<file path="config.mk">
export PLATFORM = sky130hd
export DESIGN_NAME = alu_cmd_sequencer
export DESIGN_NICKNAME = d
export VERILOG_FILES = /design/src/rtl/alu_pkg.sv /design/src/rtl/alu_cmd_fifo.sv /design/src/rtl/alu_cmd_sequencer.sv
export SDC_FILE = /design/constraint.sdc
export NUM_CORES = 1
export LEC_CHECK = 0
export BUFFER_PORTS_ARGS = -buffer_cell sky130_fd_sc_hd__buf_2
export CORE_ASPECT_RATIO = 1.5
export CORE_MARGIN = 2
export CORE_UTILIZATION = 63
export CTS_BUF_LIST = sky130_fd_sc_hd__clkbuf_8
export DETAILED_ROUTE_END_ITERATION = 8
export MAX_ROUTING_LAYER = met4
export PLACE_DENSITY = 0.84
export SETUP_SLACK_MARGIN = 0.5
export SYNTH_ARGS = -nofsm -noshare
export SYNTH_HDL_FRONTEND = slang
export SYNTH_HIERARCHICAL = 1
export SYNTH_SLANG_ARGS = --single-unit
</file>
<file path="constraint.sdc">
create_clock -name CLK -period 4.7 [get_ports CLK]
set_input_delay 0.705 -clock CLK [delete_from_list [all_inputs] [get_ports CLK]]
set_output_delay 0.705 -clock CLK [all_outputs]
set_load 0.01 [all_outputs]
</file>
<file path="src/rtl/alu_pkg.sv">
// Shared ALU definitions: opcode values, flag bit positions, legality check and the
// command sequencer's state encoding.
package alu_pkg;

  localparam logic [3:0] ALU_ADD = 4'h2;
  localparam logic [3:0] ALU_SUB = 4'h3;
  localparam logic [3:0] ALU_AND = 4'h4;
  localparam logic [3:0] ALU_OR  = 4'h5;
  localparam logic [3:0] ALU_XOR = 4'h6;
  localparam logic [3:0] ALU_NOT = 4'h7;

  localparam int FLAG_OF = 3;
  localparam int FLAG_SF = 2;
  localparam int FLAG_ZF = 1;
  localparam int FLAG_CF = 0;

  typedef enum logic [1:0] {
    S_IDLE,
    S_ISSUE,
    S_WAIT,
    S_DONE
  } seq_state_t;

  function automatic logic is_legal_op(input logic [3:0] op);
    return (op >= ALU_ADD) && (op <= ALU_NOT);
  endfunction

endpackage

</file>
<file path="src/rtl/alu_cmd_fifo.sv">
// Synchronous command FIFO with power-of-two depth, wrapping pointers, occupancy count
// and a head entry that is readable without popping.
module alu_cmd_fifo #(
  parameter int DW    = 20,
  parameter int DEPTH = 4
) (
  input  logic                   clk_i,
  input  logic                   rst_n_i,
  input  logic                   push_i,
  input  logic                   pop_i,
  input  logic [DW-1:0]          wdata_i,
  output logic [DW-1:0]          rdata_o,
  output logic                   full_o,
  output logic                   empty_o,
  output logic [$clog2(DEPTH):0] count_o
);
  localparam int AW = $clog2(DEPTH);

  logic [DW-1:0] mem_q [DEPTH];
  logic [AW-1:0] wr_ptr_q;
  logic [AW-1:0] rd_ptr_q;
  logic [AW:0]   count_q;
  logic          do_push;
  logic          do_pop;

  assign full_o  = (count_q == (AW+1)'(DEPTH));
  assign empty_o = (count_q == '0);
  assign count_o = count_q;
  assign rdata_o = mem_q[rd_ptr_q];
  assign do_push = push_i && !full_o;
  assign do_pop  = pop_i && !empty_o;

  always_ff @(posedge clk_i) begin
    if (!rst_n_i) begin
      wr_ptr_q <= '0;
      rd_ptr_q <= '0;
      count_q  <= '0;
    end else begin
      if (do_push) wr_ptr_q <= wr_ptr_q + AW'(1);
      if (do_pop)  rd_ptr_q <= rd_ptr_q + AW'(1);
      if (do_push && !do_pop)      count_q <= count_q + (AW+1)'(1);
      else if (do_pop && !do_push) count_q <= count_q - (AW+1)'(1);
    end
  end

  // Storage carries no reset; only entries behind a valid pointer are ever read.
  always_ff @(posedge clk_i) begin
    if (do_push) mem_q[wr_ptr_q] <= wdata_i;
  end

endmodule

</file>
<file path="src/rtl/alu_cmd_sequencer.sv">
// Command sequencer in front of the registered ALU: queues {opcode,A,B}, issues one
// command at a time and returns each result with its raw flags on a valid/ready port.
module alu_cmd_sequencer #(
  parameter int WIDTH = 8,
  parameter int DEPTH = 4
) (
  input  logic                   CLK,
  input  logic                   RST_N,
  input  logic                   IN_VALID,
  output logic                   IN_READY,
  input  logic [3:0]             IN_OPCODE,
  input  logic [WIDTH-1:0]       IN_A,
  input  logic [WIDTH-1:0]       IN_B,
  output logic                   ALU_EN,
  output logic                   ALU_OE,
  output logic [3:0]             ALU_OPCODE,
  output logic [WIDTH-1:0]       ALU_A,
  output logic [WIDTH-1:0]       ALU_B,
  input  logic [WIDTH-1:0]       ALU_RESULT,
  input  logic [3:0]             ALU_FLAGS,
  output logic                   RES_VALID,
  input  logic                   RES_READY,
  output logic [WIDTH-1:0]       RES_DATA,
  output logic [3:0]             RES_FLAGS,
  output logic                   RES_ILLEGAL,
  output logic [$clog2(DEPTH):0] COUNT
);
  import alu_pkg::*;

  localparam int CMD_W = 4 + 2*WIDTH;

  logic [CMD_W-1:0] fifo_wdata;
  logic [CMD_W-1:0] fifo_rdata;
  logic             fifo_full;
  logic             fifo_empty;
  logic             push;
  logic             pop;
  logic [3:0]       head_op;
  logic [WIDTH-1:0] head_a;
  logic [WIDTH-1:0] head_b;

  seq_state_t       state_q,     state_d;
  logic [3:0]       alu_op_q,    alu_op_d;
  logic [WIDTH-1:0] alu_a_q,     alu_a_d;
  logic [WIDTH-1:0] alu_b_q,     alu_b_d;
  logic [WIDTH-1:0] res_data_q,  res_data_d;
  logic [3:0]       res_flags_q, res_flags_d;
  logic             res_ill_q,   res_ill_d;

  // Ready depends only on registered occupancy, never on the result side.
  assign IN_READY   = !fifo_full;
  assign push       = IN_VALID && IN_READY;
  assign fifo_wdata = {IN_OPCODE, IN_A, IN_B};
  assign {head_op, head_a, head_b} = fifo_rdata;

  alu_cmd_fifo #(
    .DW    (CMD_W),
    .DEPTH (DEPTH)
  ) u_fifo (
    .clk_i   (CLK),
    .rst_n_i (RST_N),
    .push_i  (push),
    .pop_i   (pop),
    .wdata_i (fifo_wdata),
    .rdata_o (fifo_rdata),
    .full_o  (fifo_full),
    .empty_o (fifo_empty),
    .count_o (COUNT)
  );

  always_comb begin
    state_d     = state_q;
    alu_op_d    = alu_op_q;
    alu_a_d     = alu_a_q;
    alu_b_d     = alu_b_q;
    res_data_d  = res_data_q;
    res_flags_d = res_flags_q;
    res_ill_d   = res_ill_q;
    pop         = 1'b0;
    case (state_q)
      S_IDLE: begin
        if (!fifo_empty) begin
          pop = 1'b1;
          // Illegal opcodes never reach the ALU; they complete with a zeroed result.
          if (is_legal_op(head_op)) begin
            state_d  = S_ISSUE;
            alu_op_d = head_op;
            alu_a_d  = head_a;
            alu_b_d  = head_b;
          end else begin
            state_d     = S_DONE;
            res_data_d  = '0;
            res_flags_d = '0;
            res_ill_d   = 1'b1;
          end
        end
      end
      S_ISSUE: state_d = S_WAIT;
      S_WAIT: begin
        state_d     = S_DONE;
        res_data_d  = ALU_RESULT;
        res_flags_d = ALU_FLAGS;
        res_ill_d   = 1'b0;
      end
      S_DONE: begin
        if (RES_READY) state_d = S_IDLE;
      end
      default: state_d = S_IDLE;
    endcase
  end

  always_ff @(posedge CLK) begin
    if (!RST_N) begin
      state_q     <= S_IDLE;
      alu_op_q    <= '0;
      alu_a_q     <= '0;
      alu_b_q     <= '0;
      res_data_q  <= '0;
      res_flags_q <= '0;
      res_ill_q   <= 1'b0;
    end else begin
      state_q     <= state_d;
      alu_op_q    <= alu_op_d;
      alu_a_q     <= alu_a_d;
      alu_b_q     <= alu_b_d;
      res_data_q  <= res_data_d;
      res_flags_q <= res_flags_d;
      res_ill_q   <= res_ill_d;
    end
  end

  assign ALU_EN      = (state_q == S_ISSUE);
  assign ALU_OE      = (state_q == S_ISSUE) || (state_q == S_WAIT);
  assign ALU_OPCODE  = alu_op_q;
  assign ALU_A       = alu_a_q;
  assign ALU_B       = alu_b_q;
  assign RES_VALID   = (state_q == S_DONE);
  assign RES_DATA    = res_data_q;
  assign RES_FLAGS   = res_flags_q;
  assign RES_ILLEGAL = res_ill_q;

endmodule

</file>
== After elaboration in Yosys (flattened, before gate mapping) ==
Memories as Yosys holds them, arrays and structs flattened. A register that Yosys moved wholly into a read port is not among the register bits.
Cells that the tools add are included.
Word-level totals
  register bits after elaboration: 42
  output and inout bits: 40
  memory bits (writable): 80
  logic and storage cells: 64
  input bits: 36
  memories: 1
Cells by class
  muxes and demuxes: 21
  add/subtract/negate cells: 4
  reduce and logical (&&, ||, !) cells: 18
  order comparisons: 2
  equality and inequality tests: 7
  bitwise gates (word level): 1
Memory list
  u_fifo.mem_q: depth 4, width 20, rd ports 1, clocked after Yosys merged registers in 1, write ports 1, line alu_cmd_fifo.sv:19  | logic [DW-1:0] mem_q [DEPTH];
Operators with widths (number)
  2-to-1 mux 8 bit: 2
  case mux 8 bit (2 select lines): 1
  2-to-1 mux 2 bit: 5
  2-to-1 mux 4 bit: 2
  case mux 2 bit (4 select lines): 1
  case mux 4 bit (2 select lines): 1
  logical AND 1 bit: 6
  2-to-1 mux 1 bit: 6
  2-to-1 mux 3 bit: 2
  AND reduction 3 bit: 2
  adder 2 x 1 -> 2 bit (second input constant): 2
  equality test 2 bit (second input constant): 2
  >= comparator 4 x 2 -> 1 bit (second input constant): 1
  less-or-equal comparator 4 x 3 -> 1 bit (second input constant): 1
  logical NOT 1 bit: 4
  != test 2 bit (second input constant): 2
  nonzero test 2 bit: 2
  adder 3 x 1 -> 3 bit (second input constant): 1
  equality test 3 bit (second input constant): 1
  logical NOT 3 bit: 1
  subtractor 3 x 1 -> 3 bit (second input constant): 1
  equality test 2 x 1 -> 1 bit (second input constant): 1
  logical NOT 2 bit: 1
  != test 2 x 1 -> 1 bit (second input constant): 1
  other kinds (4): 4

== Longest topological paths before layout ==
  depth after elaboration: 8
  depth in mapped cells: 10

== Hierarchy ==
The synthesis kept the hierarchy.
By module, submodules not included
  alu_cmd_fifo: cells each 152, instances 1, area each 3365.7 um^2, sequential area each 2582.5 um^2
  alu_cmd_sequencer: cells each 171, instances 1, area each 1585.3 um^2, sequential area each 700.7 um^2

== Least setup slack after synthesis ==
Ideal clock, no wire load.
  path kind: register -> register
  from: reg u_fifo.count_q[0] (netlist: u_fifo/count_o[0])
  to: reg u_fifo.count_q[2] (netlist: u_fifo/count_o[2])
  clock period less this slack: 2.380 ns
  buffers on the path: 0
  cell stages (with the launch flop): 10
  path slack: 2.320 ns
  arrival: 2.310 ns
  cells stage by stage: dfxtp_1 nor3_1 nor2b_2 o31ai_2 ha_1 inv_1 fa_1 xor2_1 or3_1 a21boi_1
On the way
  longest elaborated chain between the ends: 7
Ends and longest elaborated chain
  start: declaration: line alu_cmd_fifo.sv:22  | logic [AW:0] count_q;
  start signal: assignment: line alu_cmd_fifo.sv:41  | if (do_push && !do_pop) count_q <= count_q + (AW+1)'(1);
  start signal: assignment: line alu_cmd_fifo.sv:42  | else if (do_pop && !do_push) count_q <= count_q - (AW+1)'(1);
  logical NOT 3 bit *: line alu_cmd_fifo.sv:27  | assign empty_o = (count_q == '0);
  net fifo_empty: line alu_cmd_sequencer.sv:35  | logic fifo_empty;
  2-to-1 mux 1 bit *: line alu_cmd_sequencer.sv:82  | if (!fifo_empty) begin
  2-to-1 mux 1 bit *: line alu_cmd_sequencer.sv:80  | case (state_q)
  net pop: line alu_cmd_sequencer.sv:37  | logic pop;
  logical AND 1 bit *: line alu_cmd_fifo.sv:31  | assign do_pop = pop_i && !empty_o;
  logical NOT 1 bit: line alu_cmd_fifo.sv:41
  logical AND 1 bit: line alu_cmd_fifo.sv:41
  2-to-1 mux 3 bit / nonzero test 2 bit (equally long branches)
Mark *: on every way through the listed nets, which the timed path passes. The rest lies on a longest branch. The select of a mux whose other input is x is not followed.
A chain may end at the register's enable or synchronous reset.

==> impl_metrics.json <==
{
  "status": "complete, no violations",
  "final_nets": 450,
  "max_freq_ghz": 0.3620,
  "seq_area_um2": 3283,
  "numPortBuffers": 75,
  "synth.yosys.seq_area_share": 0.6631,
  "drt-total-wl_mm": 8.671,
  "clkSinkCount": 124,
  "setup_viol": 0,
  "crit_type": "flip-flop to flip-flop",
  "dieArea_um2": 8598,
  "muxShareOfSynthArea": 0.1597,
  "dr.pass1.iters": 4,
  "tightest_slew_ns": 1.129,
  "cts_max_path_buffers": 2,
  "synth-seq-cells": 124,
  "synth-adder-area-share": 0.02932,
  "clock-root-buffer": "clkbuf_8",
  "syn_area_um2": 4951,
  "synth.avg_cell_area_um2": 15.33,
  "ant_nets": 0,
  "track_usage": 0.2262,
  "drive_gt1_frac": 0.3149,
  "num_io_pins": 76,
  "setup_tns_ns": 0,
  "ctsResizeCount": 0,
  "synth_top_family_by_area": "multiplexers",
  "initial_core_util": 0.6504,
  "crit_family": "flip-flops",
  "hold_violations": 0,
  "ys_types": 38,
  "multi_input_area_um2": 1518,
  "grt_start_max_net_pins": 78,
  "rsz0062_at_grt": "false",
  "antenna_cells": 0,
  "p_leak_nw": 2.205,
  "synth_compound_area_frac": 0.02527,
  "critPathMaxFanout": 20,
  "post_cts_buffers": 0,
  "yosys_warnings": 6,
  "cts_tree": "done",
  "r2r_slack_ns": 1.94,
  "start_kind": "flip-flop",
  "crit_arrival_ns": 3.12,
  "die_h_um": 112.6,
  "synth_xor_area_frac": 0.007076,
  "clk_pin_slew_ns": 0.07,
  "min_period_over_period": 0.5878,
  "place_ws_ns": 1.904,
  "crit_path_top_delay_cell": "dfxtp_1",
  "antenna_found_initial": 0,
  "power.density_nw_per_um2": 535.4,
  "fill_cells": 482,
  "drc_errors": 0,
  "synthesis.nets": 370,
  "slew_headroom": 0.2474,
  "wire_per_inst_um": 16.74,
  "synthSimpleGateAreaFrac": 0.08517,
  "vdd_ir_drop_max_v": 0.0004373,
  "h-tree-depth": 4,
  "fin_worst_skew_ns": 0.01181,
  "fin_crit_ns": 2.763,
  "drv_slew": 0,
  "chipWidth_um": 76.38,
  "slowest_delay_ns": 0.97,
  "setup_ws_ns": 1.937,
  "first_global_vias": 2841,
  "syn2layout_area_growth_pct": 15.67,
  "rows": 39,
  "critPathRequiredTime_ns": 5.06,
  "cts_hold_buf": 0,
  "gp_congestion": 0.7341,
  "grt_overflow": 0,
  "cp_num_buf_inv": 1,
  "postSynthCellCount": 323,
  "cp_cell_sequence": "mux4_2 -> o21bai_4 -> nor3_4 -> buf_4 -> mux2i_1",
  "hpwl_mm": 5.342,
  "viasPerCell": 5.432,
  "drt_iter0_markers": 111,
  "grt_first_pass_wirelength_mm": 13.90,
  "cts_buffers": 17,
  "vias": 2814,
  "max_cap_violations": 0,
  "cp-end-kind": "flip-flop",
  "worstSkewPairLatency_ns": 0.43,
  "core-area_um2": 7612,
  "hp-class": "flip-flop to flip-flop"
}
==> per-layer routing <==
metal,global-route usage,share of wire,wire length (µm)
met5,-,0,0
met4,0.1091,0.020,174
met3,0.06350,0.051,446
met2,0.3693,0.53,4622
met1,0.2586,0.40,3427
==> flip-flops by register name, indices dropped and copies added (netlist names), named ones only <==
register and count:
ALU_B 8, RES_FLAGS 4, RES_DATA 8, u_fifo/mem_q 80
u_fifo/wr_ptr_q 2, ALU_A 8, RES_ILLEGAL 1, u_fifo/rd_ptr_q 2
u_fifo/count_o 3, state_q 2, ALU_OPCODE 4
==> worst register-to-register path, cell delays in order, from the launching register on <==
cell and delay [ns]:
dfxtp_1 0.97, mux4_2 0.43, o21bai_4 0.22, nor3_4 0.50
buf_4 0.34, mux2i_1 0.23
==> area by class of cell <==
| class | instances | area share |
|---|---|---|
| Tap cell | 102 | 0.02229 |
| Timing Repair Buffer | 78 | 0.06948 |
| Sequential cell | 124 | 0.5733 |
| Clock inverter | 15 | 0.02316 |
| Multi-Input combinational cell | 173 | 0.2650 |
| Clock buffer | 17 | 0.04086 |
| Inverter | 9 | 0.005899 |
==> placed cells by master (no fill, tap or decap), types with 2 or more instances in the layout <==
| cell | count |
|---|---|
| clkbuf_8 | 17 |
| nand3_1 | 12 |
| edfxtp_1 | 80 |
| clkinv_2 | 3 |
| nor2b_1 | 3 |
| xnor2_1 | 3 |
| bufinv_16 | 2 |
| nand2_1 | 57 |
| o21ai_0 | 2 |
| mux2i_1 | 34 |
| clkinv_1 | 4 |
| inv_1 | 10 |
| dfxtp_1 | 44 |
| buf_2 | 75 |
| clkinvlp_4 | 4 |
| mux4_2 | 20 |
| nor2_1 | 4 |
| ha_1 | 10 |
| buf_4 | 3 |
| and2_1 | 8 |
==> logic make-up after synthesis <==
family	Yosys count
multiplexers	54
AND/OR/NAND/NOR	91
buffers and inverters	26
XOR/XNOR	4
AO/OA/AOI/OAI	13
flip-flops	124
adder cells (fa/ha/maj)	11
==> path summary, 6_finish.rpt <==
path	to	depth (start not counted)	start
setup / recovery	ALU_B[3]	5	flip-flop
hold / removal	ALU_A[0]	2	ALU_A[0]
setup reg to reg	ALU_B[3]	5	flip-flop
hold reg to reg	ALU_A[0]	2	ALU_A[0]
==> synth_stat cells (all sizes together) <==
cell type | count | area (µm²)
o311a | 1 | 10.01
o31ai | 1 | 12.51
nand3 | 12 | 60.06
nor3b | 1 | 12.51
clkbuf | 6 | 22.52
ha | 10 | 125.1
o2111ai | 1 | 8.760
a21boi | 1 | 7.510
nor2 | 4 | 15.01
buf | 11 | 93.83
edfxtp | 80 | 2402
xnor2 | 3 | 26.28
a311oi | 1 | 8.760
xor2 | 1 | 8.760
nor3 | 2 | 21.27
nand2 | 57 | 214.0
nand2b | 1 | 6.260
nor2b | 4 | 27.53
mux4 | 20 | 450.4
o21ai | 3 | 15.01
nand4b | 1 | 8.760
o21bai | 1 | 18.77
a211o | 1 | 8.760
fa | 1 | 20.02
inv | 9 | 33.78
mux2i | 34 | 340.3
o311ai | 1 | 8.760
dfxtp | 44 | 880.8
or3 | 1 | 6.260
a21oi | 1 | 5.000
and2 | 8 | 50.05
a22oi | 1 | 21.27
==> stage by stage <==
step	util	total power, mW	instances	hold slack (ns)	cell area, µm²
floorplan	-	2.053	323	0.4541	4951
global placement	0.7041	2.206	486	0.4365	5360
detailed placement	0.7041	2.238	486	0.4506	5360
CTS	0.7523	3.098	518	0.4603	5727
global route	0.7523	3.228	518	0.4677	5727
finish	0.7523	3.066	518	0.4599	5727
==> where the power goes <==
part,switching [mW],internal [mW],leakage (nW)
clock,0.395,0.457,0.179
sequential,0.0943,1.36,1.09
combinational,0.421,0.341,0.937
(Power assumes the default switching activity.)
